## src/rtl/bin_to_bcd_pkg.sv

```systemverilog
// Purpose: shared types and constants for the sequential binary-to-BCD converter.
// Latency: n/a (declarations only).
// Backpressure: n/a.
package bin_to_bcd_pkg;

   // One shift per input bit.
   localparam int ITER   = 16;
   // Five digits cover 0..65535.
   localparam int DIGITS = 5;
   // Packed BCD result width.
   localparam int BCDW   = 4 * DIGITS;

   typedef enum logic [1:0] {
      IDLE  = 2'd0,
      SHIFT = 2'd1,
      DONE  = 2'd2
   } state_t;

endpackage

```

## src/rtl/bcd_digit_adj.sv

```systemverilog
// Purpose: double-dabble nibble correction, adds 3 to a BCD digit that is 5 or more.
// Latency: combinational.
// Backpressure: none, pure function of its input.
module bcd_digit_adj (
   input  logic [3:0] nib,
   output logic [3:0] nib_adj
);

   // Correct before the shift so the digit carries cleanly into the next one.
   assign nib_adj = (nib >= 4'd5) ? (nib + 4'd3) : nib;

endmodule

```

## src/rtl/bin_to_bcd_seq.sv

```systemverilog
// Purpose: 16-bit unsigned binary to 5-digit packed BCD, shift-and-add-3, one bit per clock.
// Latency: accept edge t0, shifts t1..t16, done and new bcd after t16, ready again after t17.
// Backpressure: start is only sampled while ready is high; requests in SHIFT/DONE are dropped.
module bin_to_bcd_seq
   import bin_to_bcd_pkg::*;
#(
   parameter int WIDTH  = 16,
   parameter int DIGITS = 5
) (
   input  logic                  clk,
   input  logic                  reset,
   input  logic                  start,
   input  logic [WIDTH-1:0]      bin,
   output logic                  ready,
   output logic                  done,
   output logic [4*DIGITS-1:0]   bcd
);

   // Work register: BCD digits on top, remaining binary bits underneath.
   localparam int WW = 4 * DIGITS + WIDTH;

   state_t           state;
   state_t           state_nxt;
   logic [WW-1:0]    work;
   logic [WW-1:0]    work_adj;
   logic [WW-1:0]    work_shl;
   logic [3:0]       cnt;
   logic             last_shift;

   // Per-digit correction of the BCD half; the binary half passes through untouched.
   genvar g;
   generate
      for (g = 0; g < DIGITS; g++) begin : g_adj
         bcd_digit_adj u_adj (
            .nib     (work[WIDTH + 4*g +: 4]),
            .nib_adj (work_adj[WIDTH + 4*g +: 4])
         );
      end
   endgenerate

   assign work_adj[WIDTH-1:0] = work[WIDTH-1:0];

   // The MSB that falls off the top is always zero for a 16-bit input.
   assign work_shl = work_adj << 1;

   // Next-state and handshake outputs.
   always_comb begin
      state_nxt  = state;
      ready      = 1'b0;
      done       = 1'b0;
      last_shift = 1'b0;
      case (state)
         IDLE: begin
            ready = 1'b1;
            if (start) begin
               state_nxt = SHIFT;
            end
         end
         SHIFT: begin
            // Counter wraps 15 -> 0 on the final shift.
            last_shift = (cnt == 4'(ITER - 1));
            if (last_shift) begin
               state_nxt = DONE;
            end
         end
         DONE: begin
            done      = 1'b1;
            state_nxt = IDLE;
         end
         default: begin
            state_nxt = IDLE;
         end
      endcase
   end

   // State register.
   always_ff @(posedge clk or negedge reset) begin
      if (!reset) begin
         state <= IDLE;
      end else begin
         state <= state_nxt;
      end
   end

   // Work register and iteration counter: load on accept, correct-then-shift while converting.
   always_ff @(posedge clk or negedge reset) begin
      if (!reset) begin
         work <= '0;
         cnt  <= 4'd0;
      end else begin
         case (state)
            IDLE: begin
               if (start) begin
                  work <= {{(4*DIGITS){1'b0}}, bin};
                  cnt  <= 4'd0;
               end
            end
            SHIFT: begin
               work <= work_shl;
               cnt  <= cnt + 4'd1;
            end
            default: begin
               work <= work;
               cnt  <= cnt;
            end
         endcase
      end
   end

   // Result register: only updated by the final shift, so it holds steady during conversion.
   always_ff @(posedge clk or negedge reset) begin
      if (!reset) begin
         bcd <= '0;
      end else if (last_shift) begin
         bcd <= work_shl[WW-1:WIDTH];
      end
   end

endmodule

```

## config.mk

```make
export PLATFORM = sky130hd
export DESIGN_NAME = bin_to_bcd_seq
export DESIGN_NICKNAME = d
export VERILOG_FILES = /design/src/rtl/bin_to_bcd_pkg.sv /design/src/rtl/bcd_digit_adj.sv /design/src/rtl/bin_to_bcd_seq.sv
export SDC_FILE = /design/constraint.sdc
export NUM_CORES = 1
export LEC_CHECK = 0
export CAP_MARGIN = 20
export CORE_MARGIN = 2
export CORE_UTILIZATION = 58
export CTS_CLUSTER_DIAMETER = 150
export DETAILED_ROUTE_END_ITERATION = 16
export GPL_TIMING_DRIVEN = 1
export PLACE_DENSITY_LB_ADDON = 0.15
export REMOVE_ABC_BUFFERS = 1
export SETUP_SLACK_MARGIN = 0.3
export SLEW_MARGIN = 30
export SYNTH_ARGS = -nofsm -noshare
export SYNTH_HDL_FRONTEND = slang
export SYNTH_HIERARCHICAL = 1
export SYNTH_SLANG_ARGS = --single-unit
```

## constraint.sdc

```tcl
create_clock -name clk -period 3.49 [get_ports clk]
set_input_delay 0.698 -clock clk [delete_from_list [all_inputs] [get_ports clk]]
set_output_delay 0.698 -clock clk [all_outputs]
set_load 0.005 [all_outputs]
```

[Word-level counts from Yosys, hierarchy flattened]
Cells that the tools add are included.
Word-level totals
  logic and storage cells: 39
  output and inout port bits: 22
  input port bits: 19
  register bits: 62
Cells by class
  reduce and logical (&&, ||, !) cells: 4
  add/sub/neg operators: 6
  eq/ne operators: 5
  multiplexer cells: 15
  $lt $le $gt $ge: 5
Operators with widths (number)
  one-hot mux 36 bit (2 select lines): 1
  2-to-1 mux 36 bit: 1
  greater-or-equal comparator 4 x 3 -> 1 bit, second input constant: 5
  2-to-1 mux 4 bit: 5
  adder 4 x 2 -> 4 bit, second input constant: 4
  one-hot mux 4 bit (2 select lines): 1
  adder 4 x 1 -> 4 bit, second input constant: 1
  == test 4 bit, second input constant: 1
  2-to-1 mux 2 bit: 2
  != test 2 bit, second input constant: 2
  one-hot mux 2 bit (2 select lines): 1
  AND reduction 2 bit: 2
  adder 3 x 2 -> 3 bit, second input constant: 1
  2-to-1 mux 1 bit: 3
  2-to-1 mux 3 bit: 1
  == test 2 x 1 -> 1 bit, second input constant: 1
  == test 2 bit, second input constant: 1
  logical NOT 2 bit: 1
  nonzero test 2 bit: 1

[Longest topological paths before layout]
Gate-level depths: netlist of the first run.
  depth after elaboration: 3
  mapped depth: 6
  gate-level depth less buffers: 6

[Cells and area by module]
The synthesis of the first run kept the hierarchy.
By module, submodules not included
  bin_to_bcd_seq: instances 1, sequential area each 1551.5 µm², cells each 181, area each 2412.3 µm²
  bcd_digit_adj: instances 5, sequential area each 0.0 µm², cells each 16, area each 101.3 µm²

[Worst setup path before layout of the first run]
OpenSTA, ideal clock, no wires.
  kind: input to register
  start point: in start
  end point: reg work[10]
  path buffers: 1
  setup time: 0.083 ns
  arrival: 1.394 ns
  stages on the path: 4
  data required time: 3.407 ns
  slack: 2.014 ns
  cells stage by stage: nor2b_1 > buf_2 > a22oi_1 > o21ai_0
On the way
  longest elaborated chain between the ends: 2
RTL lines
  start: declaration: RTL line bin_to_bcd_seq.sv:12  | input logic start,
  != test 2 bit (no source line)
  AND reduction 2 bit (no source line)
  end signal: assignment: RTL line bin_to_bcd_seq.sv:94  | work <= {{(4*DIGITS){1'b0}}, bin};
  end signal: assignment: RTL line bin_to_bcd_seq.sv:99  | work <= work_shl;
  end signal: assignment: RTL line bin_to_bcd_seq.sv:103  | work <= work;
  end: declaration: RTL line bin_to_bcd_seq.sv:24  | logic [WW-1:0] work;
No other way between the ends.
A chain may end at the register's enable or synchronous reset.

[Worst setup path after layout of the first run]
  start point: reg state[1]
  end point: out done
On the way
  longest elaborated chain between the ends: 2
RTL lines
  start: declaration: RTL line bin_to_bcd_seq.sv:22  | state_t state;
  start signal: assignment: RTL line bin_to_bcd_seq.sv:81  | state <= state_nxt;
  == test 2 bit: RTL line bin_to_bcd_seq.sv:52  | case (state)
  2-to-1 mux 1 bit: RTL line bin_to_bcd_seq.sv:52
  end: declaration: RTL line bin_to_bcd_seq.sv:15  | output logic done,
No other way between the ends.

==> results of run 1 <==
sequential cells by signal, summed over array words and instances (netlist names):
name,cells
bcd,20
cnt,4
state,2
work,36
placed cells by master, fill, tap and decap left out:
cell type        instances
a211oi_1                 1
a21oi_1                  1
a21oi_2                  5
a22o_1                  21
a22oi_1                 15
a32o_1                   1
a41oi_1                  1
and4_4                   1
buf_4                    6
bufinv_16                3
clkbuf_1                 3
clkbuf_8                 9
clkdlybuf4s50_1         39
clkinv_2                 1
dfrtp_1                 62
ha_1                    11
inv_1                   11
mux2_1                  19
mux2_2                   2
mux2i_1                  5
nand2_1                 35
nand2b_1                 9
nand3_1                  1
nand4_1                  1
nor2_1                   6
nor2b_1                  3
nor3b_1                  1
o21ai_0                 21
o21ai_1                  4
o21bai_2                 1
xnor2_1                  5
through the flow:
stage | hold slack (ns) | cell area (um^2) | std cells | utilization (%)
CTS | 0.372 | 3580 | 371 | 74.7
global route | 0.401 | 3580 | 371 | 74.7
finish | 0.362 | 3580 | 371 | 74.7
detailed placement | 0.472 | 3350 | 355 | 69.9
floorplan | 0.402 | 2820 | 243 | -
global placement | 0.461 | 3340 | 355 | 69.9
where the power goes:
| part | internal, mW | total, mW | switching [mW] | leakage [nW] |
|---|---|---|---|---|
| Combinational | 0.757 | 1.44 | 0.683 | 0.739 |
| Clock | 0.474 | 0.741 | 0.267 | 0.115 |
| Sequential | 1.03 | 1.27 | 0.241 | 0.794 |
| Total | 2.26 | 3.46 | 1.19 | 1.65 |
routing by layer:
layer	part of all wire [%]	track usage, %	vias to the layer above
met5	0	0	-
met4	1.5	10.7	0
met3	4.2	6.16	10
met2	48	33.4	49
met1	46	30.1	1006
li1	-	-	993
area by class of cell:
class | instances | area, um^2
Clock buffer | 12 | 135
Multi-Input combinational cell | 170 | 1230
Tap cell | 67 | 83.8
Timing Repair Buffer | 45 | 435
Clock inverter | 4 | 95.1
Fill cell | 344 | 1210
Inverter | 11 | 41.3
Sequential cell | 62 | 1550
path summary, 6_finish.rpt:
| check | startpoint | to | cells past startpoint |
|---|---|---|---|
| max reg2reg | state[1]$_DFFE_PN0P_ | bcd[4]$_DFFE_PN0P_ | 4 |
| min reg2reg | bcd[15]$_DFFE_PN0P_ | bcd[15]$_DFFE_PN0P_ | 1 |
| min in group clk | bcd[15]$_DFFE_PN0P_ | bcd[15]$_DFFE_PN0P_ | 1 |
| max | state[1]$_DFFE_PN0P_ | done | 2 |
| min | reset | work[29]$_DFFE_PN0P_ | 1 |
| max in group asynchronous | reset | work[3]$_DFFE_PN0P_ | 2 |
==> run summary, run 1 <==
The flow ran to the end, and the final reports show no timing, DRC or antenna violations. The share of final-layout standard cells stronger than drive strength 1 is 9.21%. The number of max-cap violations is 0. The total number of nets in the final design came out at roughly 330. The H-tree depth reported by CTS is 3. The routed design could run at a clock period as short as 2.42 ns. TritonCTS created 9 clock buffers. The wire length of the first global-routing pass came out at 9.29 mm. The synthesized area per cell came out at 11.3 um^2. In this run the worst hold path is classified as input pin to asynchronous set/reset pin.

The power after layout is between 3 and 4 mW. The worst setup slack after layout came out at 1.07 ns. The number of buffers and inverters on the critical path is 1. The die covers between 0.005 and 0.006 mm^2. In the final routed layout, each cell accounts on average for around 15 um. STA classifies the critical path startpoint as a register. The post-synthesis to final-layout area growth came out at 23.4%. The area of the core came out at 0.00479 mm^2. The highest clock rate is between 400 and 500 MHz. The critical path data arrival time is about 1.7 ns.

The final weighted congestion in routability-driven placement is 0.762. Yosys printed 6 warnings. In this run the deepest clock path goes through 2 buffers. The final layout contains routed wiring with a total length of 5.52 mm.

The highest ir drop seen on vdd came out at approximately 0.00056 V. The worst relative slew slack came out at between 60% and 70%. Of all nets on the critical path, the largest fanout is 20. The clock latency on the worst-skew pair came out at between 0.3 and 0.4 ns. The count of hold-fix buffers inserted at cts is 0. The initial antenna violation count is 0. Setup repair after global routing left no endpoint under its margin. The hold violation count in the final report came out at 0. Prior to clock tree synthesis, the placed netlist has a worst setup slack of ~1.4 ns. The first detailed-routing pass took 4 iterations. The total I/O pin count came out at 41. The via count of the first global-routing pass came out at 1990. The critical path goes through nor2b_1 > clkdlybuf4s50_1. The number of I/O port buffers came out at 40. 0 antenna diodes ended up in the layout. The number of DRC markers in iteration 0 is between 100 and 150. The post-detailed-route count of antenna-violating nets came out at 0. Detailed routing inserted a total of slightly above 2000 vias.

The count of clock tree sinks came out at 62. The clock slew at the register clock pins of the worst setup and hold paths came out at 0.06 ns. The final global-route overflow total came out at 0. The setup-violating endpoint count in the final report is 0.

The cell row count is 25. TritonCTS built the clock tree. The delay contributed by the slowest stage of the critical path is 0.67 ns.

The leakage power is 1.65 nW. In the final timing run, aggregate negative setup slack is 0 ns. The sum of net half-perimeters after detailed placement came out at 3.51 mm. The chip height came out at 74.7 um. The number of gates resized after cts is 0. The register-to-register path setup slack is 1.36 ns. On the critical path the largest part of the delay comes from flip-flops. The post-synthesis instance area came out at 0.00290 mm^2. The worst-margin pin slew is 0.586 ns. The final max-slew violation count came to 0. The total global routing track utilization is 22.3%. The post-synthesis cell count came out at 257.

The die span in x is 74.7 um. Dividing total power by cell area gives a power density of 966 mW/mm^2. The required time at the worst-slack endpoint came out at 2.79 ns. The buffers inserted during post-CTS setup optimization is 0. STA classifies the critical path endpoint as an output port.

The clock arrives with 0.00225 ns of skew. The initial core utilization came out at 60.6%. The tree is rooted in a clkbuf_8. Dividing the detail-routed via count by the number of cells gives 5.55. For this run, design rule violations remaining after detail routing come to 0. The largest individual stage delay along the critical path comes from the cell dfrtp_1. The startpoint-to-endpoint class of the critical path is register to output port. Entering global routing, the biggest net connects 48 pins.

Of the available clock period, the critical path in the final layout requires 69.4%.
No activity file was read; power rests on OpenSTA's default activity.
==> run 2: changes to the inputs <==
CORE_UTILIZATION = 54   (was 58)
clock period = 2.25 ns   (was 3.49 ns; I/O delays follow)
==> run 2 against run 1 <==
Compared with the run above:
- critical path depth unchanged
- final cell count increased by 2.4%
- worst hold slack worse by 0.30 ns
- sequential power is 56% higher
- wire length is 0.73% lower
- power up 56%
- combinational power is 57% higher
- sequential share of layout area shrank 0.76 points
- clock power up 57%
- non-clock buffer count rose by 6
- first-iteration DRC count up 32%
==> run summary, run 2 (synthesis gave the netlist of run 1 again) <==
The global-route track usage on met1 came out at 27.9% (-2.2 points). The total I/O pin count is 41 (unchanged). The cell internal power dissipation came out at 3.55 mW (+57%). The worst clock skew on the final layout was 0.00590 ns (+0.00366 ns). The worst relative slew slack came out at 71.2% (+10 points).

The clock latency on the worst-skew pair was 0.33 ns (about the same). The highest ir drop seen on vdd is 0.000727 V (+31%). The post-place setup slack was 0.454 ns (-0.979 ns). The chip height is 77.3 um (+3.4%). The run finished with clean final reports. The cell sitting at the root of the clock tree is a clkbuf_8.

The H-tree depth reported by CTS came out at 3 (unchanged). The final standard cell utilization of the core came out at 71.0% (-3.8 points). The critical path data arrival time is 1.41 ns (-0.32 ns). The number of max-cap violations came to 0 (unchanged).

The footprint of the multi-input gates came to 0.00124 mm^2 (+0.20%). The total die area came out at 0.00597 mm^2 (+7.0%). The number of antenna repair diodes is 0 (unchanged).

The worst setup path is launched from a register. The total number of nets in the final design came out at 335 (+1.8%). met2 is the most crowded layer. The number of I/O port buffers is 40 (unchanged). The pin count of the biggest net entering global routing is 46 (-4.2%). The number of DRC markers in iteration 0 is 151 (+32%).

The total iterations of the first detailed-routing run is 4 (unchanged). The switching power is 1.85 mW (+56%). The TritonCTS buffer count came out at 9 (unchanged). The setup-violating endpoint count in the final report is 0 (unchanged). The share of final-layout standard cells stronger than drive strength 1 is 12.9% (+3.7 points).

The filler cell count is 429 (+25%). The area of placed instances is 0.00338 mm^2 (+0.86%). The wire length of the first global-routing pass was 9.52 mm (+2.5%).

The largest fanout on the critical path is 4 (-80%). The worst setup slack after layout came out at 0.392 ns (-0.675 ns). The via count of the first global-routing pass came to 2090 (+5.0%). The required time at the worst-slack endpoint came out at 1.80 ns (-0.99 ns). The post-detailed-route count of antenna-violating nets is 0 (unchanged). The final max-slew violation count is 0 (unchanged). The area of the core came to 0.00514 mm^2 (+7.4%). The hold violation count in the final report came out at 0 (unchanged).

The cell row count came out at 26 (+4.0%). The flip-flop count of the largest register, all copies and words added came out at 36 (unchanged). The worst-margin pin slew was 0.433 ns (-0.154 ns).

The final critical delay including setup and external delays came out at ~1.9 ns. The portion of total power attributed to the clock network is 21.5% (about the same). The number of remaining DRC errors came out at 0 (unchanged).

The switching power as a share of total power came out at 34.3% (-0.17 points). The post-route setup TNS came to 0 ns (unchanged). The maximum buffer depth of the clock tree came out at 2 (unchanged).

The per-cell routed wire length is 14.4 um (-3.1%). The count of vias placed by the detailed router is 2106 (+2.3%). The leakage power came to 1.68 nW (+2.2%).

Setup repair after global routing left no endpoint under its margin. The met2 track demand over resource is 30.9% (-2.6 points). The endpoint kind of the worst setup timing path is an output port. The register-to-register path setup slack came to 0.54 ns (-0.82 ns).

The count of clock tree sinks is 62 (unchanged). The largest registers in the layout are work (36), bcd (20), cnt (4). The top cell types in the final layout, fill and taps aside, are dfrtp_1, clkdlybuf4s50_1, nand2_1.

The sum of net half-perimeters after detailed placement came out at 3.59 mm (+2.5%). The initial antenna violation count is 0 (unchanged). The final cell count without fillers came out at 380 (+2.4%).

The highest clock rate came out at 538 MHz. The placed instance count is 360 (+1.4%). The area used by sequential logic in the layout is 0.00155 mm^2 (+0.16%). The met3 demand-to-capacity share in global routing is 5.29% (-0.86 points). The TritonCTS clock tree is yes. The part of the total power dissipated in combinational logic came out at 41.9% (+0.2 points). The initial core utilization came out at 56.4% (-4.2 points). Dividing the final minimum period by the clock period gives 82.6%. The final global-route overflow total is 0 (unchanged). Relative to the synthesized area, the layout overhead comes to 25.8%. The total routed wirelength came out at 5.48 mm (-0.73%). The post-layout instance area is 0.00365 mm^2 (+2.0%). The total global routing track utilization is 20.2% (-2.0 points). The average vias per placed instance was 5.54 (about the same). The power density relative to cell area is 1480 mW/mm^2 (+53%). The library cell used most frequently in the layout, excluding fill and tap cells, is dfrtp_1. The worst setup path is of the register to output port kind. The worst hold path belongs to the class input pin to asynchronous set/reset pin. The clock slew at the register clock pins of the worst setup and hold paths came out at 0.07 ns (about the same).

The die span in x came out at 77.3 um (+3.4%). The final weighted congestion in routability-driven placement is 0.785 (+2.9%). The share of total power in sequential cells came out at 36.6% (-0.3 points). The register with the most flip-flops in the final layout is work.
run 2: layout make-up:
type / instances / area share [%]
inverters: 11 / 1.13
multi-input cells: 170 / 33.9
repair buffers: 51 / 13.4
clock buffers: 9 / 3.40
well taps: 70 / 2.40
clock inverters: 7 / 3.09
flip-flops and latches: 62 / 42.6
run 2: worst paths after layout:
check,start,end,cells past startpoint
max,state[0]$_DFFE_PN0P_,done,2
min,reset,work[2]$_DFFE_PN0P_,1
max reg2reg,state[1]$_DFFE_PN0P_,bcd[12]$_DFFE_PN0P_,4
min reg2reg,bcd[15]$_DFFE_PN0P_,bcd[15]$_DFFE_PN0P_,1
max in group asynchronous,reset,state[1]$_DFFE_PN0P_,2
min in group clk,bcd[15]$_DFFE_PN0P_,bcd[15]$_DFFE_PN0P_,1
run 2: metrics by stage:
stage,power (mW),hold WS [ns]
floorplan,3.40,0.154
global placement,4.13,0.411
detailed placement,4.23,0.418
CTS,5.45,0.0612
global route,5.82,0.0712
finish,5.40,0.0586
run 2: repair_timing:
item                                    in CTS  in global routing
hold buffers                                 0                  0
buffers inserted                             4                  0
endpoints found under the setup margin       2                  1
resized for setup                            2                  1
gates cloned                                 0                  0
run 2: power by group through the flow:
stage / clock network [mW] / logic [mW] / registers [mW]
6_report: 1.16 / 2.26 / 1.98
5_1_grt: 1.24 / 2.54 / 2.05
4_1_cts: 1.18 / 2.29 / 1.97
3_5_place_dp: 0 / 2.21 / 2.01
3_3_place_gp: 0 / 2.13 / 2.00
2_1_floorplan: 0 / 1.46 / 1.95
run 2: metal layers:
layer | share of wire (%) | up-vias
met2 | 47 | 47
met4 | 0.93 | 0
met3 | 4.0 | 6
met1 | 48 | 1046
li1 | - | 1007
met5 | 0 | -
run 2: worst max-delay path, cell delays in order (launching register included):
cell	delay, ns
dfrtp_2	0.44
nor2b_1	0.13
clkdlybuf4s50_1	0.51
==> run 3: changes to the inputs <==
CORE_UTILIZATION = 49   (was 54)
clock period = 1.6 ns   (was 2.25 ns; I/O delays follow)
==> run 3 against run 2 <==
Compared with the run above:
- sequential cell count is the same
- combinational power up 120%
- worst hold slack better by 0.43 ns
- critical path depth rose by 4
- non-clock buffer count increased by 46
- core utilization increased by 6.0 points
- highest routed layer unchanged
- largest cell class unchanged
- largest power group unchanged
- clock power is 21% higher
- via count rose by 13%
- register-to-register slack got worse by 0.49 ns
==> run summary, run 3 (synthesis gave the netlist of run 1 again) <==
The initial core utilization is 49.8% (-6.6 points). The required time at the worst-slack endpoint is 1.82 ns (+0.02 ns). The total die area is 0.00655 mm^2 (+9.7%). The per-cell routed wire length came to 17.1 um (+19%). The leakage power came out at 2.14 nW (+27%). The total I/O pin count came out at 41 (unchanged).

The final weighted congestion in routability-driven placement is 0.757 (-3.5%). The total iterations of the first detailed-routing run came to 4 (unchanged). The share of final-layout standard cells stronger than drive strength 1 came out at 41.0% (+28 points).

The area used by sequential logic in the layout is 0.00155 mm^2 (unchanged). Traced cell by cell, the critical path runs through buf_6 > buf_6 > nor2b_4 > and4_4 > buf_12 > mux2_4. The chip height came out at 80.9 um (+4.7%). The critical path data arrival time came to 1.77 ns (+0.36 ns). The worst hold path cell count is 2.

The sum of net half-perimeters after detailed placement is 3.81 mm (+6.1%). The total routed wirelength came to 7.38 mm (+35%). The final critical delay including setup and external delays came out at 1.55 ns. The library cells used most frequently in the layout, excluding fill and tap cells, are dfrtp_1, buf_4, nand2_1. Among all stages on the critical path, the largest delay is contributed by dfrtp_2. The clock slew at the register clock pins of the worst setup and hold paths is 0.07 ns (about the same). The H-tree depth reported by CTS came out at 3 (unchanged).

Among cell families on the critical path, the largest total delay comes from simple AND/OR/NAND/NOR gates. The post-detailed-route count of antenna-violating nets came to 0 (unchanged). The delay contributed by the slowest stage of the critical path came out at 0.37 ns (-0.14 ns). The startpoint identified for the worst hold timing path is work[12]$_DFFE_PN0P_. TritonCTS built the clock tree. The filler cell count came to 375 (-13%). The clock latency on the worst-skew pair is 0.34 ns (about the same). The setup-violating endpoint count in the final report came out at 0 (unchanged). In this run the clock root is driven by a clkbuf_8. The maximum buffer depth of the clock tree came to 2 (unchanged). The startpoint identified for the worst register-to-register timing path is state[0]$_DFFE_PN0P_. The largest fanout on the critical path is 6 (+2).

The TritonCTS buffer count came to 9 (unchanged). The count of vias placed by the detailed router is 2381 (+13%). The wire length of the first global-routing pass came out at 11.2 mm (+18%). The average vias per placed instance came out at 5.52 (-0.32%). The final global-route overflow total is 0 (unchanged). The number of I/O port buffers came out at 40 (unchanged). The pin count of the biggest net entering global routing came to 63 (+37%).

The worst hold path terminates at work[12]$_DFFE_PN0P_. The worst setup path is launched from a register. The via count of the first global-routing pass is 2321 (+11%). The worst clock skew on the final layout came out at 0.00591 ns (+0.00000122 ns). The worst relative slew slack is 77.4% (+6.2 points). The final cell count without fillers was 431 (+13%). Counting stages on the worst path, the most repeated cell is buf_6. The power after layout is 9.24 mW (+71%). The placed instance count came out at 375 (+4.2%).

The cell row count came out at 28 (+7.7%). The worst setup path is captured at a register. The worst reg2reg path depth came to 6 (+2).

The post-route setup TNS was 0 ns (unchanged). In this run the critical register-to-register path is captured at bcd[4]$_DFFE_PN0P_. The worst path uses 97.1% of the clock period.

The path class of the tightest hold or removal check is register to register. The area of the core came out at 0.00582 mm^2 (+13%). The largest registers in the layout are work (36), bcd (20), cnt (4).

Counting flops per register, the top entry is work. The initial antenna violation count was 0 (unchanged). The run finished with clean final reports. The total number of nets in the final design is 381 (+14%).

The number of max-cap violations came out at 0 (unchanged). By startpoint and endpoint, the worst setup path is classified as register to register. Setup repair after global routing could not meet its margin everywhere. The register-to-register path setup slack is 0.05 ns (-0.49 ns). The number of remaining DRC errors came out at 0 (unchanged).

The library cell used most frequently in the layout, excluding fill and tap cells, is dfrtp_1. The number of DRC markers in iteration 0 is 117 (-23%). The highest clock rate is 644 MHz.

The die span in x is 80.9 um (+4.7%). The flip-flop count of the largest register, all copies and words added came out at 36 (unchanged). The total global routing track utilization is 22.9% (+2.6 points).

The hold violation count in the final report is 0 (unchanged). The count of clock tree sinks came out at 62 (unchanged). The worst path buffer plus inverter count came out at 3 (+2). The worst-margin pin slew was 0.339 ns (-0.0932 ns). The post-synthesis to final-layout area growth is 54.4%. The power density relative to cell area is 2060 mW/mm^2 (+39%).

The final max-slew violation count is 0 (unchanged). The highest ir drop seen on vdd is 0.00108 V (+49%). The footprint of the multi-input gates was 0.00155 mm^2 (+25%). The number of antenna repair diodes was 0 (unchanged).
[run 3: tightest hold or removal path, delay by kind of cell, from the launching register on]
kind	cells	cell delay, ns
AND/OR/NAND/NOR	1	0.05
AO/OA/AOI/OAI	1	0.06
flip-flops	1	0.35
[run 3: report_power, final]
part | switching (mW) | internal [mW] | total, mW | leakage [nW]
Sequential | 0.597 | 2.26 | 2.85 | 0.792
Clock | 0.603 | 0.797 | 1.40 | 0.106
Combinational | 2.11 | 2.87 | 4.99 | 1.24
[run 3: cell type report]
cell class                 count  share of cell area [%]
timing repair buffer          97                    23.2
clock buffer                  12                    3.47
clock inverter                 4                    1.01
multi-input combinational    170                    34.6
tap                           75                    2.10
sequential                    62                    34.7
inverter                      11                   0.922
[run 3: timing repair]
action | in CTS | in global routing
endpoints found under the hold margin | 17 | 0
resized for setup | 117 | 46
hold buffers | 1 | 0
buffers inserted | 27 | 7
endpoints found under the setup margin | 78 | 67
gates cloned | 4 | 1
pin swaps | 30 | 15
[run 3: routing by layer]
metal	up-vias	part of all wire [%]	wire length, um	GRT usage (%)
li1	1101	-	-	-
met1	1215	44	3240	29.9
met2	56	52	3820	37.4
met3	9	3.2	235	4.22
met4	0	1.2	85	10.0
met5	-	0	0	0
[run 3: worst max path at each step]
stage | cells after the start | from | endpoint | slack, ns
detailed placement | 5 | start | cnt[3]$_DFFE_PN0P_ | 0.05
global placement | 4 | start | work[20]$_DFFE_PN0P_ | 0.08
finish | 6 | state[0]$_DFFE_PN0P_ | bcd[4]$_DFFE_PN0P_ | 0.05
floorplan | 3 | state[0]$_DFFE_PN0P_ | bcd[19]$_DFFE_PN0P_ | -0.96
CTS | 6 | state[0]$_DFFE_PN0P_ | bcd[4]$_DFFE_PN0P_ | 0.04
global route | 7 | state[1]$_DFFE_PN0P_ | cnt[2]$_DFFE_PN0P_ | -0.07
[run 3: per-stage QoR]
step	utilization (%)	hold WS (ns)	area (um^2)	setup slack (ns)
6_report	77.0	0.492	4480	0.0469
3_3_place_gp	59.9	0.359	3480	0.0818
2_1_floorplan	-	0.0244	2820	-0.960
3_5_place_dp	59.9	0.362	3480	0.0502
5_1_grt	77.0	0.528	4480	-0.0660
4_1_cts	73.5	0.491	4270	0.0393
